===== config.mk =====
export PLATFORM = sky130hd
export DESIGN_NAME = parity_frame_ctrl
export DESIGN_NICKNAME = d
export VERILOG_FILES = /design/src/rtl/parity_frame_ctrl.sv
export SDC_FILE = /design/constraint.sdc
export NUM_CORES = 1
export LEC_CHECK = 0
export CORE_UTILIZATION = 41
export CTS_BUF_LIST = sky130_fd_sc_hd__clkbuf_4 sky130_fd_sc_hd__clkbuf_8 sky130_fd_sc_hd__clkbuf_16
export CTS_CLUSTER_SIZE = 24
export DETAILED_ROUTE_END_ITERATION = 8
export PLACE_DENSITY = 0.65
export SLEW_MARGIN = 25
export SYNTH_ARGS = -nofsm -noshare
export SYNTH_HDL_FRONTEND = slang
export SYNTH_SLANG_ARGS = --single-unit

===== constraint.sdc =====
create_clock -name clk -period 2.4 [get_ports clk]
set_clock_uncertainty 0.05 [all_clocks]
set_input_delay 0.48 -clock clk [delete_from_list [all_inputs] [get_ports clk]]
set_output_delay 0.48 -clock clk [all_outputs]
set_load 0.05 [all_outputs]

===== src/rtl/parity_frame_ctrl.sv =====
// Frame sequencer for parity_bit_gen: takes a word over valid/ready, clears the generator,
// shifts the word out MSB first, appends the generator's parity bit and cross-checks it.
module parity_frame_ctrl #(
    parameter int   NUM_BITS        = 8,
    parameter logic EVEN_PARITY_BIT = 1'b1,
    parameter int   GAP_CYCLES      = 2
) (
    input  logic                clk,
    input  logic                rst,
    input  logic [NUM_BITS-1:0] in_word,
    input  logic                in_valid,
    output logic                in_ready,
    output logic                pg_clr,
    output logic                pg_wr_en,
    output logic                pg_data,
    input  logic                pg_parity,
    output logic                tx_data,
    output logic                tx_valid,
    output logic                tx_last,
    output logic                parity_err,
    output logic [15:0]         frame_cnt
);

    localparam int            CW       = $clog2(NUM_BITS);
    localparam logic [CW-1:0] LAST_BIT = CW'(NUM_BITS - 1);
    localparam logic [3:0]    GAP_LAST = (GAP_CYCLES == 0) ? 4'd0 : 4'(GAP_CYCLES - 1);

    typedef enum logic [2:0] {
        IDLE   = 3'd0,
        CLEAR  = 3'd1,
        SHIFT  = 3'd2,
        WAIT   = 3'd3,
        PARITY = 3'd4,
        GAP    = 3'd5
    } state_t;

    function automatic logic word_parity(input logic [NUM_BITS-1:0] w);
        return (^w) ^ EVEN_PARITY_BIT;
    endfunction

    state_t                state_r, state_s;
    logic [NUM_BITS-1:0]   shreg_r;
    logic                  ref_r;
    logic [CW-1:0]         bit_cnt_r;
    logic [3:0]            gap_cnt_r;
    logic                  hs_s;

    logic in_ready_r, pg_clr_r, pg_wr_en_r, pg_data_r, tx_data_r, tx_valid_r, tx_last_r;
    logic parity_err_r;
    logic [15:0] frame_cnt_r;
    logic in_ready_s, pg_clr_s, pg_wr_en_s, pg_data_s, tx_data_s, tx_valid_s, tx_last_s;
    logic err_set_s;

    assign hs_s = in_valid & in_ready_r;

    // State and output registers; outputs are precomputed from the next state
    always_ff @(posedge clk) begin
        if (rst) begin
            state_r      <= IDLE;
            in_ready_r   <= 1'b0;
            pg_clr_r     <= 1'b1;
            pg_wr_en_r   <= 1'b0;
            pg_data_r    <= 1'b0;
            tx_data_r    <= 1'b0;
            tx_valid_r   <= 1'b0;
            tx_last_r    <= 1'b0;
            parity_err_r <= 1'b0;
            frame_cnt_r  <= 16'd0;
        end else begin
            state_r    <= state_s;
            in_ready_r <= in_ready_s;
            pg_clr_r   <= pg_clr_s;
            pg_wr_en_r <= pg_wr_en_s;
            pg_data_r  <= pg_data_s;
            tx_data_r  <= tx_data_s;
            tx_valid_r <= tx_valid_s;
            tx_last_r  <= tx_last_s;
            if (err_set_s) begin
                parity_err_r <= 1'b1;
            end
            if (state_s == PARITY) begin
                frame_cnt_r <= frame_cnt_r + 16'd1;
            end
        end
    end

    // Next-state logic
    always_comb begin
        state_s = state_r;
        case (state_r)
            IDLE:    if (hs_s) state_s = CLEAR; else state_s = IDLE;
            CLEAR:   state_s = SHIFT;
            SHIFT:   if (bit_cnt_r == LAST_BIT) state_s = WAIT; else state_s = SHIFT;
            WAIT:    state_s = PARITY;
            PARITY:  if (GAP_CYCLES == 0) state_s = IDLE; else state_s = GAP;
            GAP:     if (gap_cnt_r == GAP_LAST) state_s = IDLE; else state_s = GAP;
            default: state_s = IDLE;
        endcase
    end

    // Output values for the coming cycle; pg_parity is settled during WAIT
    always_comb begin
        in_ready_s = (state_s == IDLE);
        pg_clr_s   = (state_s == CLEAR);
        pg_wr_en_s = 1'b0;
        pg_data_s  = 1'b0;
        tx_data_s  = 1'b0;
        tx_valid_s = 1'b0;
        tx_last_s  = 1'b0;
        err_set_s  = 1'b0;
        case (state_s)
            SHIFT: begin
                pg_wr_en_s = 1'b1;
                pg_data_s  = shreg_r[NUM_BITS-1];
                tx_data_s  = shreg_r[NUM_BITS-1];
                tx_valid_s = 1'b1;
            end
            PARITY: begin
                tx_data_s  = pg_parity;
                tx_valid_s = 1'b1;
                tx_last_s  = 1'b1;
                err_set_s  = (pg_parity != ref_r);
            end
            default: begin
                pg_wr_en_s = 1'b0;
            end
        endcase
    end

    // Shift register, reference parity and position counters
    always_ff @(posedge clk) begin
        if (rst) begin
            shreg_r   <= '0;
            ref_r     <= 1'b0;
            bit_cnt_r <= '0;
            gap_cnt_r <= 4'd0;
        end else begin
            if (hs_s) begin
                shreg_r <= in_word;
                ref_r   <= word_parity(in_word);
            end else if (state_s == SHIFT) begin
                shreg_r <= {shreg_r[NUM_BITS-2:0], 1'b0};
            end
            if (state_r == SHIFT) begin
                bit_cnt_r <= bit_cnt_r + CW'(1);
            end else begin
                bit_cnt_r <= '0;
            end
            if (state_r == GAP) begin
                gap_cnt_r <= gap_cnt_r + 4'd1;
            end else begin
                gap_cnt_r <= 4'd0;
            end
        end
    end

    assign in_ready   = in_ready_r;
    assign pg_clr     = pg_clr_r;
    assign pg_wr_en   = pg_wr_en_r;
    assign pg_data    = pg_data_r;
    assign tx_data    = tx_data_r;
    assign tx_valid   = tx_valid_r;
    assign tx_last    = tx_last_r;
    assign parity_err = parity_err_r;
    assign frame_cnt  = frame_cnt_r;

endmodule


==> results of run 1 <==
-- cells in the mapped netlist (2+ instances only) --
library cell / n / area share (%)
a21oi_1: 9 / 2.4
a311oi_1: 7 / 3.2
and2_1: 3 / 0.99
and3_1: 5 / 1.7
clkbuf_1: 5 / 0.99
dfxtp_1: 43 / 46
ha_1: 5 / 3.3
inv_1: 3 / 0.60
mux2_1: 3 / 1.8
nand2_1: 21 / 4.2
nand3_1: 12 / 3.2
nand4_1: 2 / 0.66
nor2_1: 30 / 6.0
nor2b_1: 5 / 1.7
nor3_1: 3 / 0.80
o21ai_0: 5 / 1.3
o31ai_1: 2 / 0.80
or3_1: 4 / 1.3
xnor2_1: 12 / 5.6
xor2_1: 7 / 3.2
-- flip-flops by register name, summed over array words and instances (netlist names) --
register / count
in_ready: 1
gap_cnt_r: 4
pg_clr: 1
tx_valid: 1
state_r: 3
pg_wr_en: 1
tx_last: 1
parity_err: 1
shreg_r: 8
tx_data: 1
frame_cnt: 16
ref_r: 1
bit_cnt_r: 3
pg_data: 1
-- layer usage --
layer	GRT usage (%)	vias to the layer above	wire (um)
met2	26.0	33	1580
met4	6.44	0	57
li1	-	773	-
met5	0	-	0
met1	18.2	657	1700
met3	4.80	8	149
-- worst max-delay path by stage --
stage	from	depth (start not counted)	end
floorplan	frame_cnt[0]	6	frame_cnt[10]
finish	frame_cnt[2]	1	frame_cnt[2]
global placement	rst	4	frame_cnt[11]
CTS	frame_cnt[2]	1	frame_cnt[2]
detailed placement	rst	4	frame_cnt[11]
global route	frame_cnt[2]	1	frame_cnt[2]
-- where the power goes --
group	switching [mW]	leakage [nW]	internal, mW
Combinational	0.0956	0.524	0.0729
Sequential	0.0208	0.349	0.739
Clock	0.241	0.0446	0.215
Total	0.357	0.917	1.03
-- area by class of cell --
class	count	area [um^2]
Fill cell	421	2030
Clock buffer	6	76.3
Sequential cell	43	861
Clock inverter	2	12.5
Timing Repair Buffer	38	373
Inverter	3	11.3
Multi-Input combinational cell	149	955
Tap cell	52	65.1
-- metrics by stage --
step                      hold slack (ns)  setup WS (ns)  utilization (%)  power [mW]  std cells
final                               0.403          0.248             53.7        1.38        293
after global routing                0.440          0.175             53.7        1.44        293
after CTS                           0.402          0.226             53.7        1.40        293
after detailed placement            0.361          0.461             51.7       0.945        285
after global placement              0.357          0.506             51.7       0.943        285
after floorplan                     0.348          0.464                -       0.890        205
-- cell families (layout without fill, tap and decap cells) --
kind of cell	Yosys count	count (layout)	synth area share, %
xor gates and xnor gates	19	19	8.82
AOI/OAI and AO/OA	29	29	10.8
DFF	43	43	45.6
and+or+nand+nor	93	93	25.9
adders and majority gates	5	5	3.32
buffers and inverters	13	49	3.78
muxes	3	3	1.79
==> qor.txt, run 1 <==
Critical Path Sink Type: output pin
TritonCTS Sinks: 43
Hold_buf cts: 0
Hold Startpoint: bit_cnt_r[0]
R2R setup slack: 0.50 ns
I/O pins: 36
Final hold vios: 0
Postcts setup bufs: 0
Tot GR Track Use: 15.5%
Core ar.: 4380 um^2
Post-route cell area: 2350 um^2
Initial DRC count: 64
Mapped Nets: 222
Syn avg cell area: 9.20 um^2
Yosys cell types: 39
RSZ-0062 raised after global routing: no
Port bufs: 35
Max Slew Vio Count: 0
Crit Path Class: reg -> out
WP data required: 1.87 ns
Worst r2r src: bit_cnt_r[0]
Cts repair resizes: 0
Final setup violation count: 0
Maximum VDD drop: 0.325 mV
Synth Flop Type: dfxtp_1
FMAX: 465 MHz
Average wire per standard cell: 11.9 um
Die W: 69.8 um
TNS Setup: 0 ns
Antenna-violating nets left: 0
Commonest cells after routing, fill and taps aside: dfxtp_1 (43), clkdlybuf4s50_1 (35), nor2_1 (30)
H-tree depth: 2
# DRC: 0
Fraction of layout cells with a size suffix above 1: 7.05%
Crit path max-delay cell type: clkdlybuf4s50_1
Final WL: 3.48 mm
Drt pass-1 iters: 2
Slew @ Worst Pin: 0.501 ns
Global route overflow: 0
Die area: 4880 um^2
Cell family with most CP delay: buffers and inverters
Largest stage delay on the critical path: 0.85 ns
TritonCTS clock tree: done
Mapped cell area: 1890 um^2
Worst R2R Path Depth: 6
CTS Root Cell: clkbuf_8
WP buf/inv: 1
Largest net degree at the start of global routing: 16
Commonest non-fill, non-tap cell in the layout: dfxtp_1
Crit path DAT: 1.62 ns
Pwr per Cell Area: 588 nW/um^2
Gpl congestion: 0.730
Gate Count Post-Synth: 205
FF-to-FF End: shreg_r[2]
Leakage power: 0.917 nW
Ant diodes: 0
DP Wirelength: 2.48 mm
Vias post-DR: 1471
Hold endpoint: bit_cnt_r[0]
Post-synth ARST share: 0%
Clk slew on worst S/H paths: 0.08 ns
Initial antenna violation count: 0
Max_slew headroom: 66.5%
Hold WC Path Type: reg -> reg
Number of flops mapped to enable cells by yosys: 0
Outcome: finished clean
Worst skew pair latency: 0.29 ns
First-pass GRT wire length: 6.03 mm
Max-cap violations: 0
Synth Warn #: 0
Clock buffer count from CTS: 5
Std cell rows: 24
Crit path cell chain: clkdlybuf4s50_1
Cell Area, Placed: 2260 um^2
Via density: 5.02
Sequential fraction of the synthesis area: 45.6%
Min Clock Period, post-route: 2.15 ns
Period utilization: 89.7%
Area Growth Syn to Fin: 24.7%
CP max FO: 7
Starting density of the core: 43.0%
Vias in the first global route: 1404
Clock Path Buffers: 2
Worst hold path depth: 1
Die Y: 69.8 um
CP Launch Type: flop
Register bit total from synthesis: 43
Nets@finish: 257
(Power assumes the default switching activity.)
==> run 2, diff against run 1 <==
Settings changed: TNS_END_PERCENT from default to 50.
==> results of run 2 <==
The final DEF is identical to that of run 1; final timing and power are the same.
